--- config.mk ---
export PLATFORM = sky130hd
export DESIGN_NAME = qspi_tx_wr_arbiter
export DESIGN_NICKNAME = d
export VERILOG_FILES = /design/src/rtl/qspi_tx_wr_arbiter_pkg.sv /design/src/rtl/qspi_tx_wr_arbiter_rr_arb2.sv /design/src/rtl/qspi_tx_wr_arbiter.sv
export SDC_FILE = /design/constraint.sdc
export NUM_CORES = 1
export LEC_CHECK = 0
export ABC_CLOCK_PERIOD_IN_PS = 2300
export BUFFER_PORTS_ARGS = -buffer_cell sky130_fd_sc_hd__buf_2
export CAP_MARGIN = 15
export CORE_UTILIZATION = 45
export DETAILED_ROUTE_END_ITERATION = 8
export HOLD_SLACK_MARGIN = 0.02
export PLACE_DENSITY = 0.82
export SLEW_MARGIN = 25
export SYNTH_ARGS = -nofsm -noshare
export SYNTH_HDL_FRONTEND = slang
export SYNTH_SLANG_ARGS = --single-unit
--- constraint.sdc ---
create_clock -name clk -period 2.3 [get_ports clk]
set_input_delay 0.23 -clock clk [delete_from_list [all_inputs] [get_ports clk]]
set_output_delay 0.23 -clock clk [all_outputs]
set_load 0.02 [all_outputs]
--- src/rtl/qspi_tx_wr_arbiter_pkg.sv ---
// qspi_tx_wr_arbiter_pkg: state and grant encodings shared by the TX write arbiter
package qspi_tx_wr_arbiter_pkg;
  typedef enum logic {IDLE, BURST} state_t;
  typedef enum logic {GNT_CPU, GNT_DMA} gnt_t;
endpackage

--- src/rtl/qspi_tx_wr_arbiter_rr_arb2.sv ---
// qspi_tx_wr_arbiter_rr_arb2: two-requester round-robin arbiter with last-grant update
module qspi_tx_wr_arbiter_rr_arb2
  import qspi_tx_wr_arbiter_pkg::*;
(
  input  logic clk,
  input  logic resetn,
  input  logic cpu_req,
  input  logic dma_req,
  input  logic upd,
  input  gnt_t upd_gnt,
  output gnt_t gnt
);
  gnt_t last;
  always_ff @(posedge clk)
    if (!resetn) last <= GNT_DMA;
    else if (upd) last <= upd_gnt;
  assign gnt = (cpu_req && dma_req) ? ((last == GNT_CPU) ? GNT_DMA : GNT_CPU)
             : (dma_req ? GNT_DMA : GNT_CPU);
endmodule

--- src/rtl/qspi_tx_wr_arbiter.sv ---
// qspi_tx_wr_arbiter: shares the TX FIFO write port between CPU and DMA with locked DMA bursts
module qspi_tx_wr_arbiter
  import qspi_tx_wr_arbiter_pkg::*;
#(
  parameter int WIDTH     = 32,
  parameter int DEPTH     = 4,
  parameter int BURST_LEN = 2,
  parameter int TIMEOUT   = 16
) (
  input  logic             clk,
  input  logic             resetn,
  input  logic             enable_i,
  input  logic [7:0]       watermark_i,
  input  logic             cpu_valid_i,
  input  logic [WIDTH-1:0] cpu_data_i,
  output logic             cpu_ready_o,
  input  logic             dma_valid_i,
  input  logic [WIDTH-1:0] dma_data_i,
  output logic             dma_ready_o,
  output logic             dma_req_o,
  output logic             burst_abort_o,
  output logic             fifo_wr_en_o,
  output logic [WIDTH-1:0] fifo_wr_data_o,
  input  logic             fifo_full_i,
  input  logic [7:0]       fifo_level_i
);
  localparam int BW = $clog2(BURST_LEN + 1);
  localparam int IW = $clog2(TIMEOUT);
  state_t state, state_n;
  logic [BW-1:0] beat_cnt, beat_n;
  logic [IW-1:0] idle_cnt, idle_n;
  logic [8:0] lvl;
  logic en, space, ok, cpu_xfer, dma_xfer, upd;
  gnt_t gnt, upd_gnt;
  assign lvl = {1'b0, fifo_level_i};
  assign en = enable_i && resetn;
  // the registered write still in flight already occupies a slot
  assign space = !fifo_full_i && ((lvl + {8'd0, fifo_wr_en_o}) < 9'(DEPTH));
  assign ok = en && space;
  assign cpu_xfer = cpu_valid_i && cpu_ready_o;
  assign dma_xfer = dma_valid_i && dma_ready_o;
  qspi_tx_wr_arbiter_rr_arb2 u_arb (
    .clk     (clk),
    .resetn  (resetn),
    .cpu_req (cpu_valid_i),
    .dma_req (dma_valid_i),
    .upd     (upd),
    .upd_gnt (upd_gnt),
    .gnt     (gnt)
  );
  always_comb begin
    state_n = state;
    beat_n = beat_cnt;
    idle_n = idle_cnt;
    upd = 1'b0;
    upd_gnt = GNT_DMA;
    cpu_ready_o = 1'b0;
    dma_ready_o = 1'b0;
    burst_abort_o = 1'b0;
    if (!en) begin
      state_n = IDLE;
      beat_n = '0;
      idle_n = '0;
    end else if (state == IDLE) begin
      cpu_ready_o = cpu_valid_i && (gnt == GNT_CPU) && ok;
      dma_ready_o = dma_valid_i && (gnt == GNT_DMA) && ok;
      if (cpu_ready_o) begin
        upd = 1'b1;
        upd_gnt = GNT_CPU;
      end else if (dma_ready_o) begin
        if (BURST_LEN == 1) upd = 1'b1;
        else begin
          state_n = BURST;
          beat_n = BW'(1);
          idle_n = '0;
        end
      end
    end else begin
      dma_ready_o = ok;
      if (dma_valid_i && ok) begin
        idle_n = '0;
        if (beat_cnt == BW'(BURST_LEN - 1)) begin
          state_n = IDLE;
          beat_n = '0;
          upd = 1'b1;
        end else beat_n = beat_cnt + 1'b1;
      end else if (!dma_valid_i && space) begin
        if (idle_cnt == IW'(TIMEOUT - 1)) begin
          state_n = IDLE;
          beat_n = '0;
          idle_n = '0;
          burst_abort_o = 1'b1;
          upd = 1'b1;
        end else idle_n = idle_cnt + 1'b1;
      end
    end
  end
  always_ff @(posedge clk) begin
    if (!resetn) begin
      state <= IDLE;
      beat_cnt <= '0;
      idle_cnt <= '0;
      fifo_wr_en_o <= 1'b0;
      fifo_wr_data_o <= '0;
      dma_req_o <= 1'b0;
    end else begin
      state <= state_n;
      beat_cnt <= beat_n;
      idle_cnt <= idle_n;
      fifo_wr_en_o <= cpu_xfer || dma_xfer;
      if (cpu_xfer || dma_xfer) fifo_wr_data_o <= cpu_xfer ? cpu_data_i : dma_data_i;
      dma_req_o <= enable_i && (state == IDLE) && (lvl <= {1'b0, watermark_i})
                   && ((lvl + 9'(BURST_LEN)) <= 9'(DEPTH));
    end
  end
endmodule

==> results.txt <==
Status - completed
Layout cells sized above 1 - 46.03%
Die Y - 73.06 um
Mapped Cells - 240
DIE WIDTH - 73.06 um
Yosys cell types - 42
Post-CTS Hold Fix Bufs - 0
Drt pass-1 iters - 4
#FFs+latches synth - 42
RePlAce Congestion - 0.8641
DP HPWL - 4389 um
Final setup violation count - 0
Core Util, Final - 66.17%
Worst skew pair latency - 0.29 ns
Cell row count - 25
Max Clk Rate - 439.6 MHz
Busiest layer in global routing - met2
Fin crit share - 98.91%
Ys Warns - 0
M1 GR Usage - 27.71%
Final ANT Viol Nets - 0
Crit path kind - reg -> out
CORE AREA - 4786 um^2
WL per Instance - 14.00 um
Slack of the worst reg-to-reg path - 0.22 ns
DR vias - 2,384
Syn nets - 336
Final #Nets - 460
Post-synth EDFFs - 0
Synth Flop Type - dfxtp_1
RSZ-0062 raised after global routing - true
Vias in the first global route - 2,209
Layout area overhead - 39.37%
CTS tree - yes
Total Neg Setup Slack - 0 ns
Initial antenna violation count - 0
Num CTS Buffers - 5
CTS root buffer - clkbuf_8
Number of port buffers - 122
Clock Tree Buf Depth - 2
Rel. slew slack - 69.59%
# diodes - 0
Met2 GRT Util - 44.34%
Worst Tran Pin Value - 0.4520 ns
Clock Skew - 0.01134 ns
P per Cell Area - 475.5 nW/um^2
Worst Hold Class - in -> reg
# IOs - 123
Sequential-to-total area share from yosys stat - 37.00%
Met3 Track Usage GR - 6.077%
Via/cell ratio - 5.519
Most common library cell in the layout ignoring fill and taps - buf_2
First-pass GRT wire length - 9908 um
Max FO, Critical Path - 4
Initial drt markers - 90
Remaining global-route overflow - 0
Die ar. - 5338 um^2
Worst Path Arrival - 2.04 ns
Filler Cells Inserted - 394
Worst VDD drop - 0.0003483 V
Most frequent cells in the layout - 119 x buf_2, 41 x dfxtp_1, 32 x a22oi_1
Worst-path clk slew - 0.08 ns
CP Launch Type - register
Critical Path RT - 2.07 ns
Final wirelength - 6050 um
# Max-Cap Violations - 0
Total power - 1506 uW
Mapped Area - 2272 um^2
H-tree levels - 2
Largest net degree at the start of global routing - 33
Gr usage total - 24.00%
Post-synthesis async set-or-reset flop share - 0%
P_leak - 0.001378 uW
Mean post-synth cell area - 9.467 um^2
Drc violations - 0
WHS - 0.1990 ns
Slew Limit Fails - 0
Initial Util - 47.48%
# clock sinks - 42
Critical Path Sink Type - primary output
Final hold vios - 0
Tmin final - 2.275 ns
==> cell type report <==
type                            instances  area, um^2  area share (%)
Inverter                               12       45.04           1.422
Timing Repair Buffer                  133       737.0           23.27
Tap cell                               67       83.83           2.647
Clock inverter                          2       37.54           1.185
Multi-Input combinational cell        170        1349           42.59
Sequential cell                        42       842.1           26.59
Clock buffer                            6       72.57           2.292
==> path summary, 6_finish.rpt <==
path / depth (start not counted) / startpoint / to
worst max-delay path: 7 / fifo_wr_en_o / dma_ready_o
worst min-delay path: 3 / dma_data_i[14] / fifo_wr_data_o[14]
worst min register to register: 2 / beat_cnt[1] / beat_cnt[1]
worst max register to register: 9 / fifo_wr_en_o / fifo_wr_data_o[12]
==> registers in the layout, summed over array words and instances, names as in the netlist <==
register / flops
beat_cnt: 2
idle_cnt: 4
fifo_wr_en_o: 1
fifo_wr_data_o: 32
u_arb.last: 1
dma_req_o: 1
state: 1
==> routing by layer <==
metal,wire length (um),vias to the layer above
li1,-,1177
met1,2622,1115
met2,3068,88
met3,334,4
met4,25,0
met5,0,-
==> power by group <==
| group | total [uW] | switching, uW | internal (uW) |
|---|---|---|---|
| clock | 577 | 253 | 324 |
| combinational | 202 | 103 | 99.9 |
| sequential | 727 | 0.216 | 727 |
| total | 1510 | 355 | 1150 |
==> stage by stage <==
step / worst slack [ns] / std cells / area (um^2)
after floorplan: 0.004408 / 240 / 2283
after global placement: 0.1245 / 422 / 2972
after detailed placement: 0.06908 / 422 / 2972
after CTS: 0.008107 / 431 / 3120
after global routing: -0.05505 / 432 / 3167
final: 0.02500 / 432 / 3167
==> cells in the mapped netlist, types with 2 or more instances <==
cell | count | area share [%]
a211oi_1 | 2 | 0.66
a21o_1 | 2 | 0.66
a21oi_1 | 9 | 2.0
a22oi_1 | 32 | 11
a311oi_1 | 3 | 1.2
a31oi_1 | 3 | 0.83
and2_1 | 4 | 1.1
and2_2 | 2 | 0.66
and3_1 | 2 | 0.55
buf_2 | 2 | 0.44
buf_6 | 5 | 2.5
clkbuf_1 | 8 | 1.3
dfxtp_1 | 42 | 37
ha_1 | 10 | 5.5
inv_1 | 12 | 2.0
nand2_1 | 12 | 2.0
nand3_1 | 6 | 1.3
nand4_1 | 5 | 1.4
nor2_1 | 9 | 1.5
nor2b_1 | 3 | 0.83
o211ai_1 | 2 | 0.66
o21a_1 | 2 | 0.66
o21ai_0 | 13 | 2.9
o21bai_1 | 2 | 0.66
o2bb2ai_1 | 24 | 9.3
o2bb2ai_2 | 8 | 5.3
==> what timing repair did <==
item | CTS | global route
pin swaps | 2 | 3
buffers inserted | 1 | 1
setup endpoints to repair | 3 | 3
gates resized for setup | 6 | 11
==> logic make-up after synthesis <==
kind of cell | after synthesis | synth area share, %
AND/OR/NAND/NOR | 50 | 11.78
AO/OA/AOI/OAI | 110 | 39.15
buffers and inverters | 28 | 6.553
adder cells (fa/ha/maj) | 10 | 5.507
flip-flops | 42 | 37.00
==> critical path, stage by stage, from the launching register on <==
cell,delay [ns]
dfxtp_2,0.33
and2_4,0.18
nand3_2,0.07
a2111o_1,0.45
a211oi_4,0.26
and2b_2,0.22
and2_4,0.14
buf_6,0.11
(Power assumes the default switching activity.)
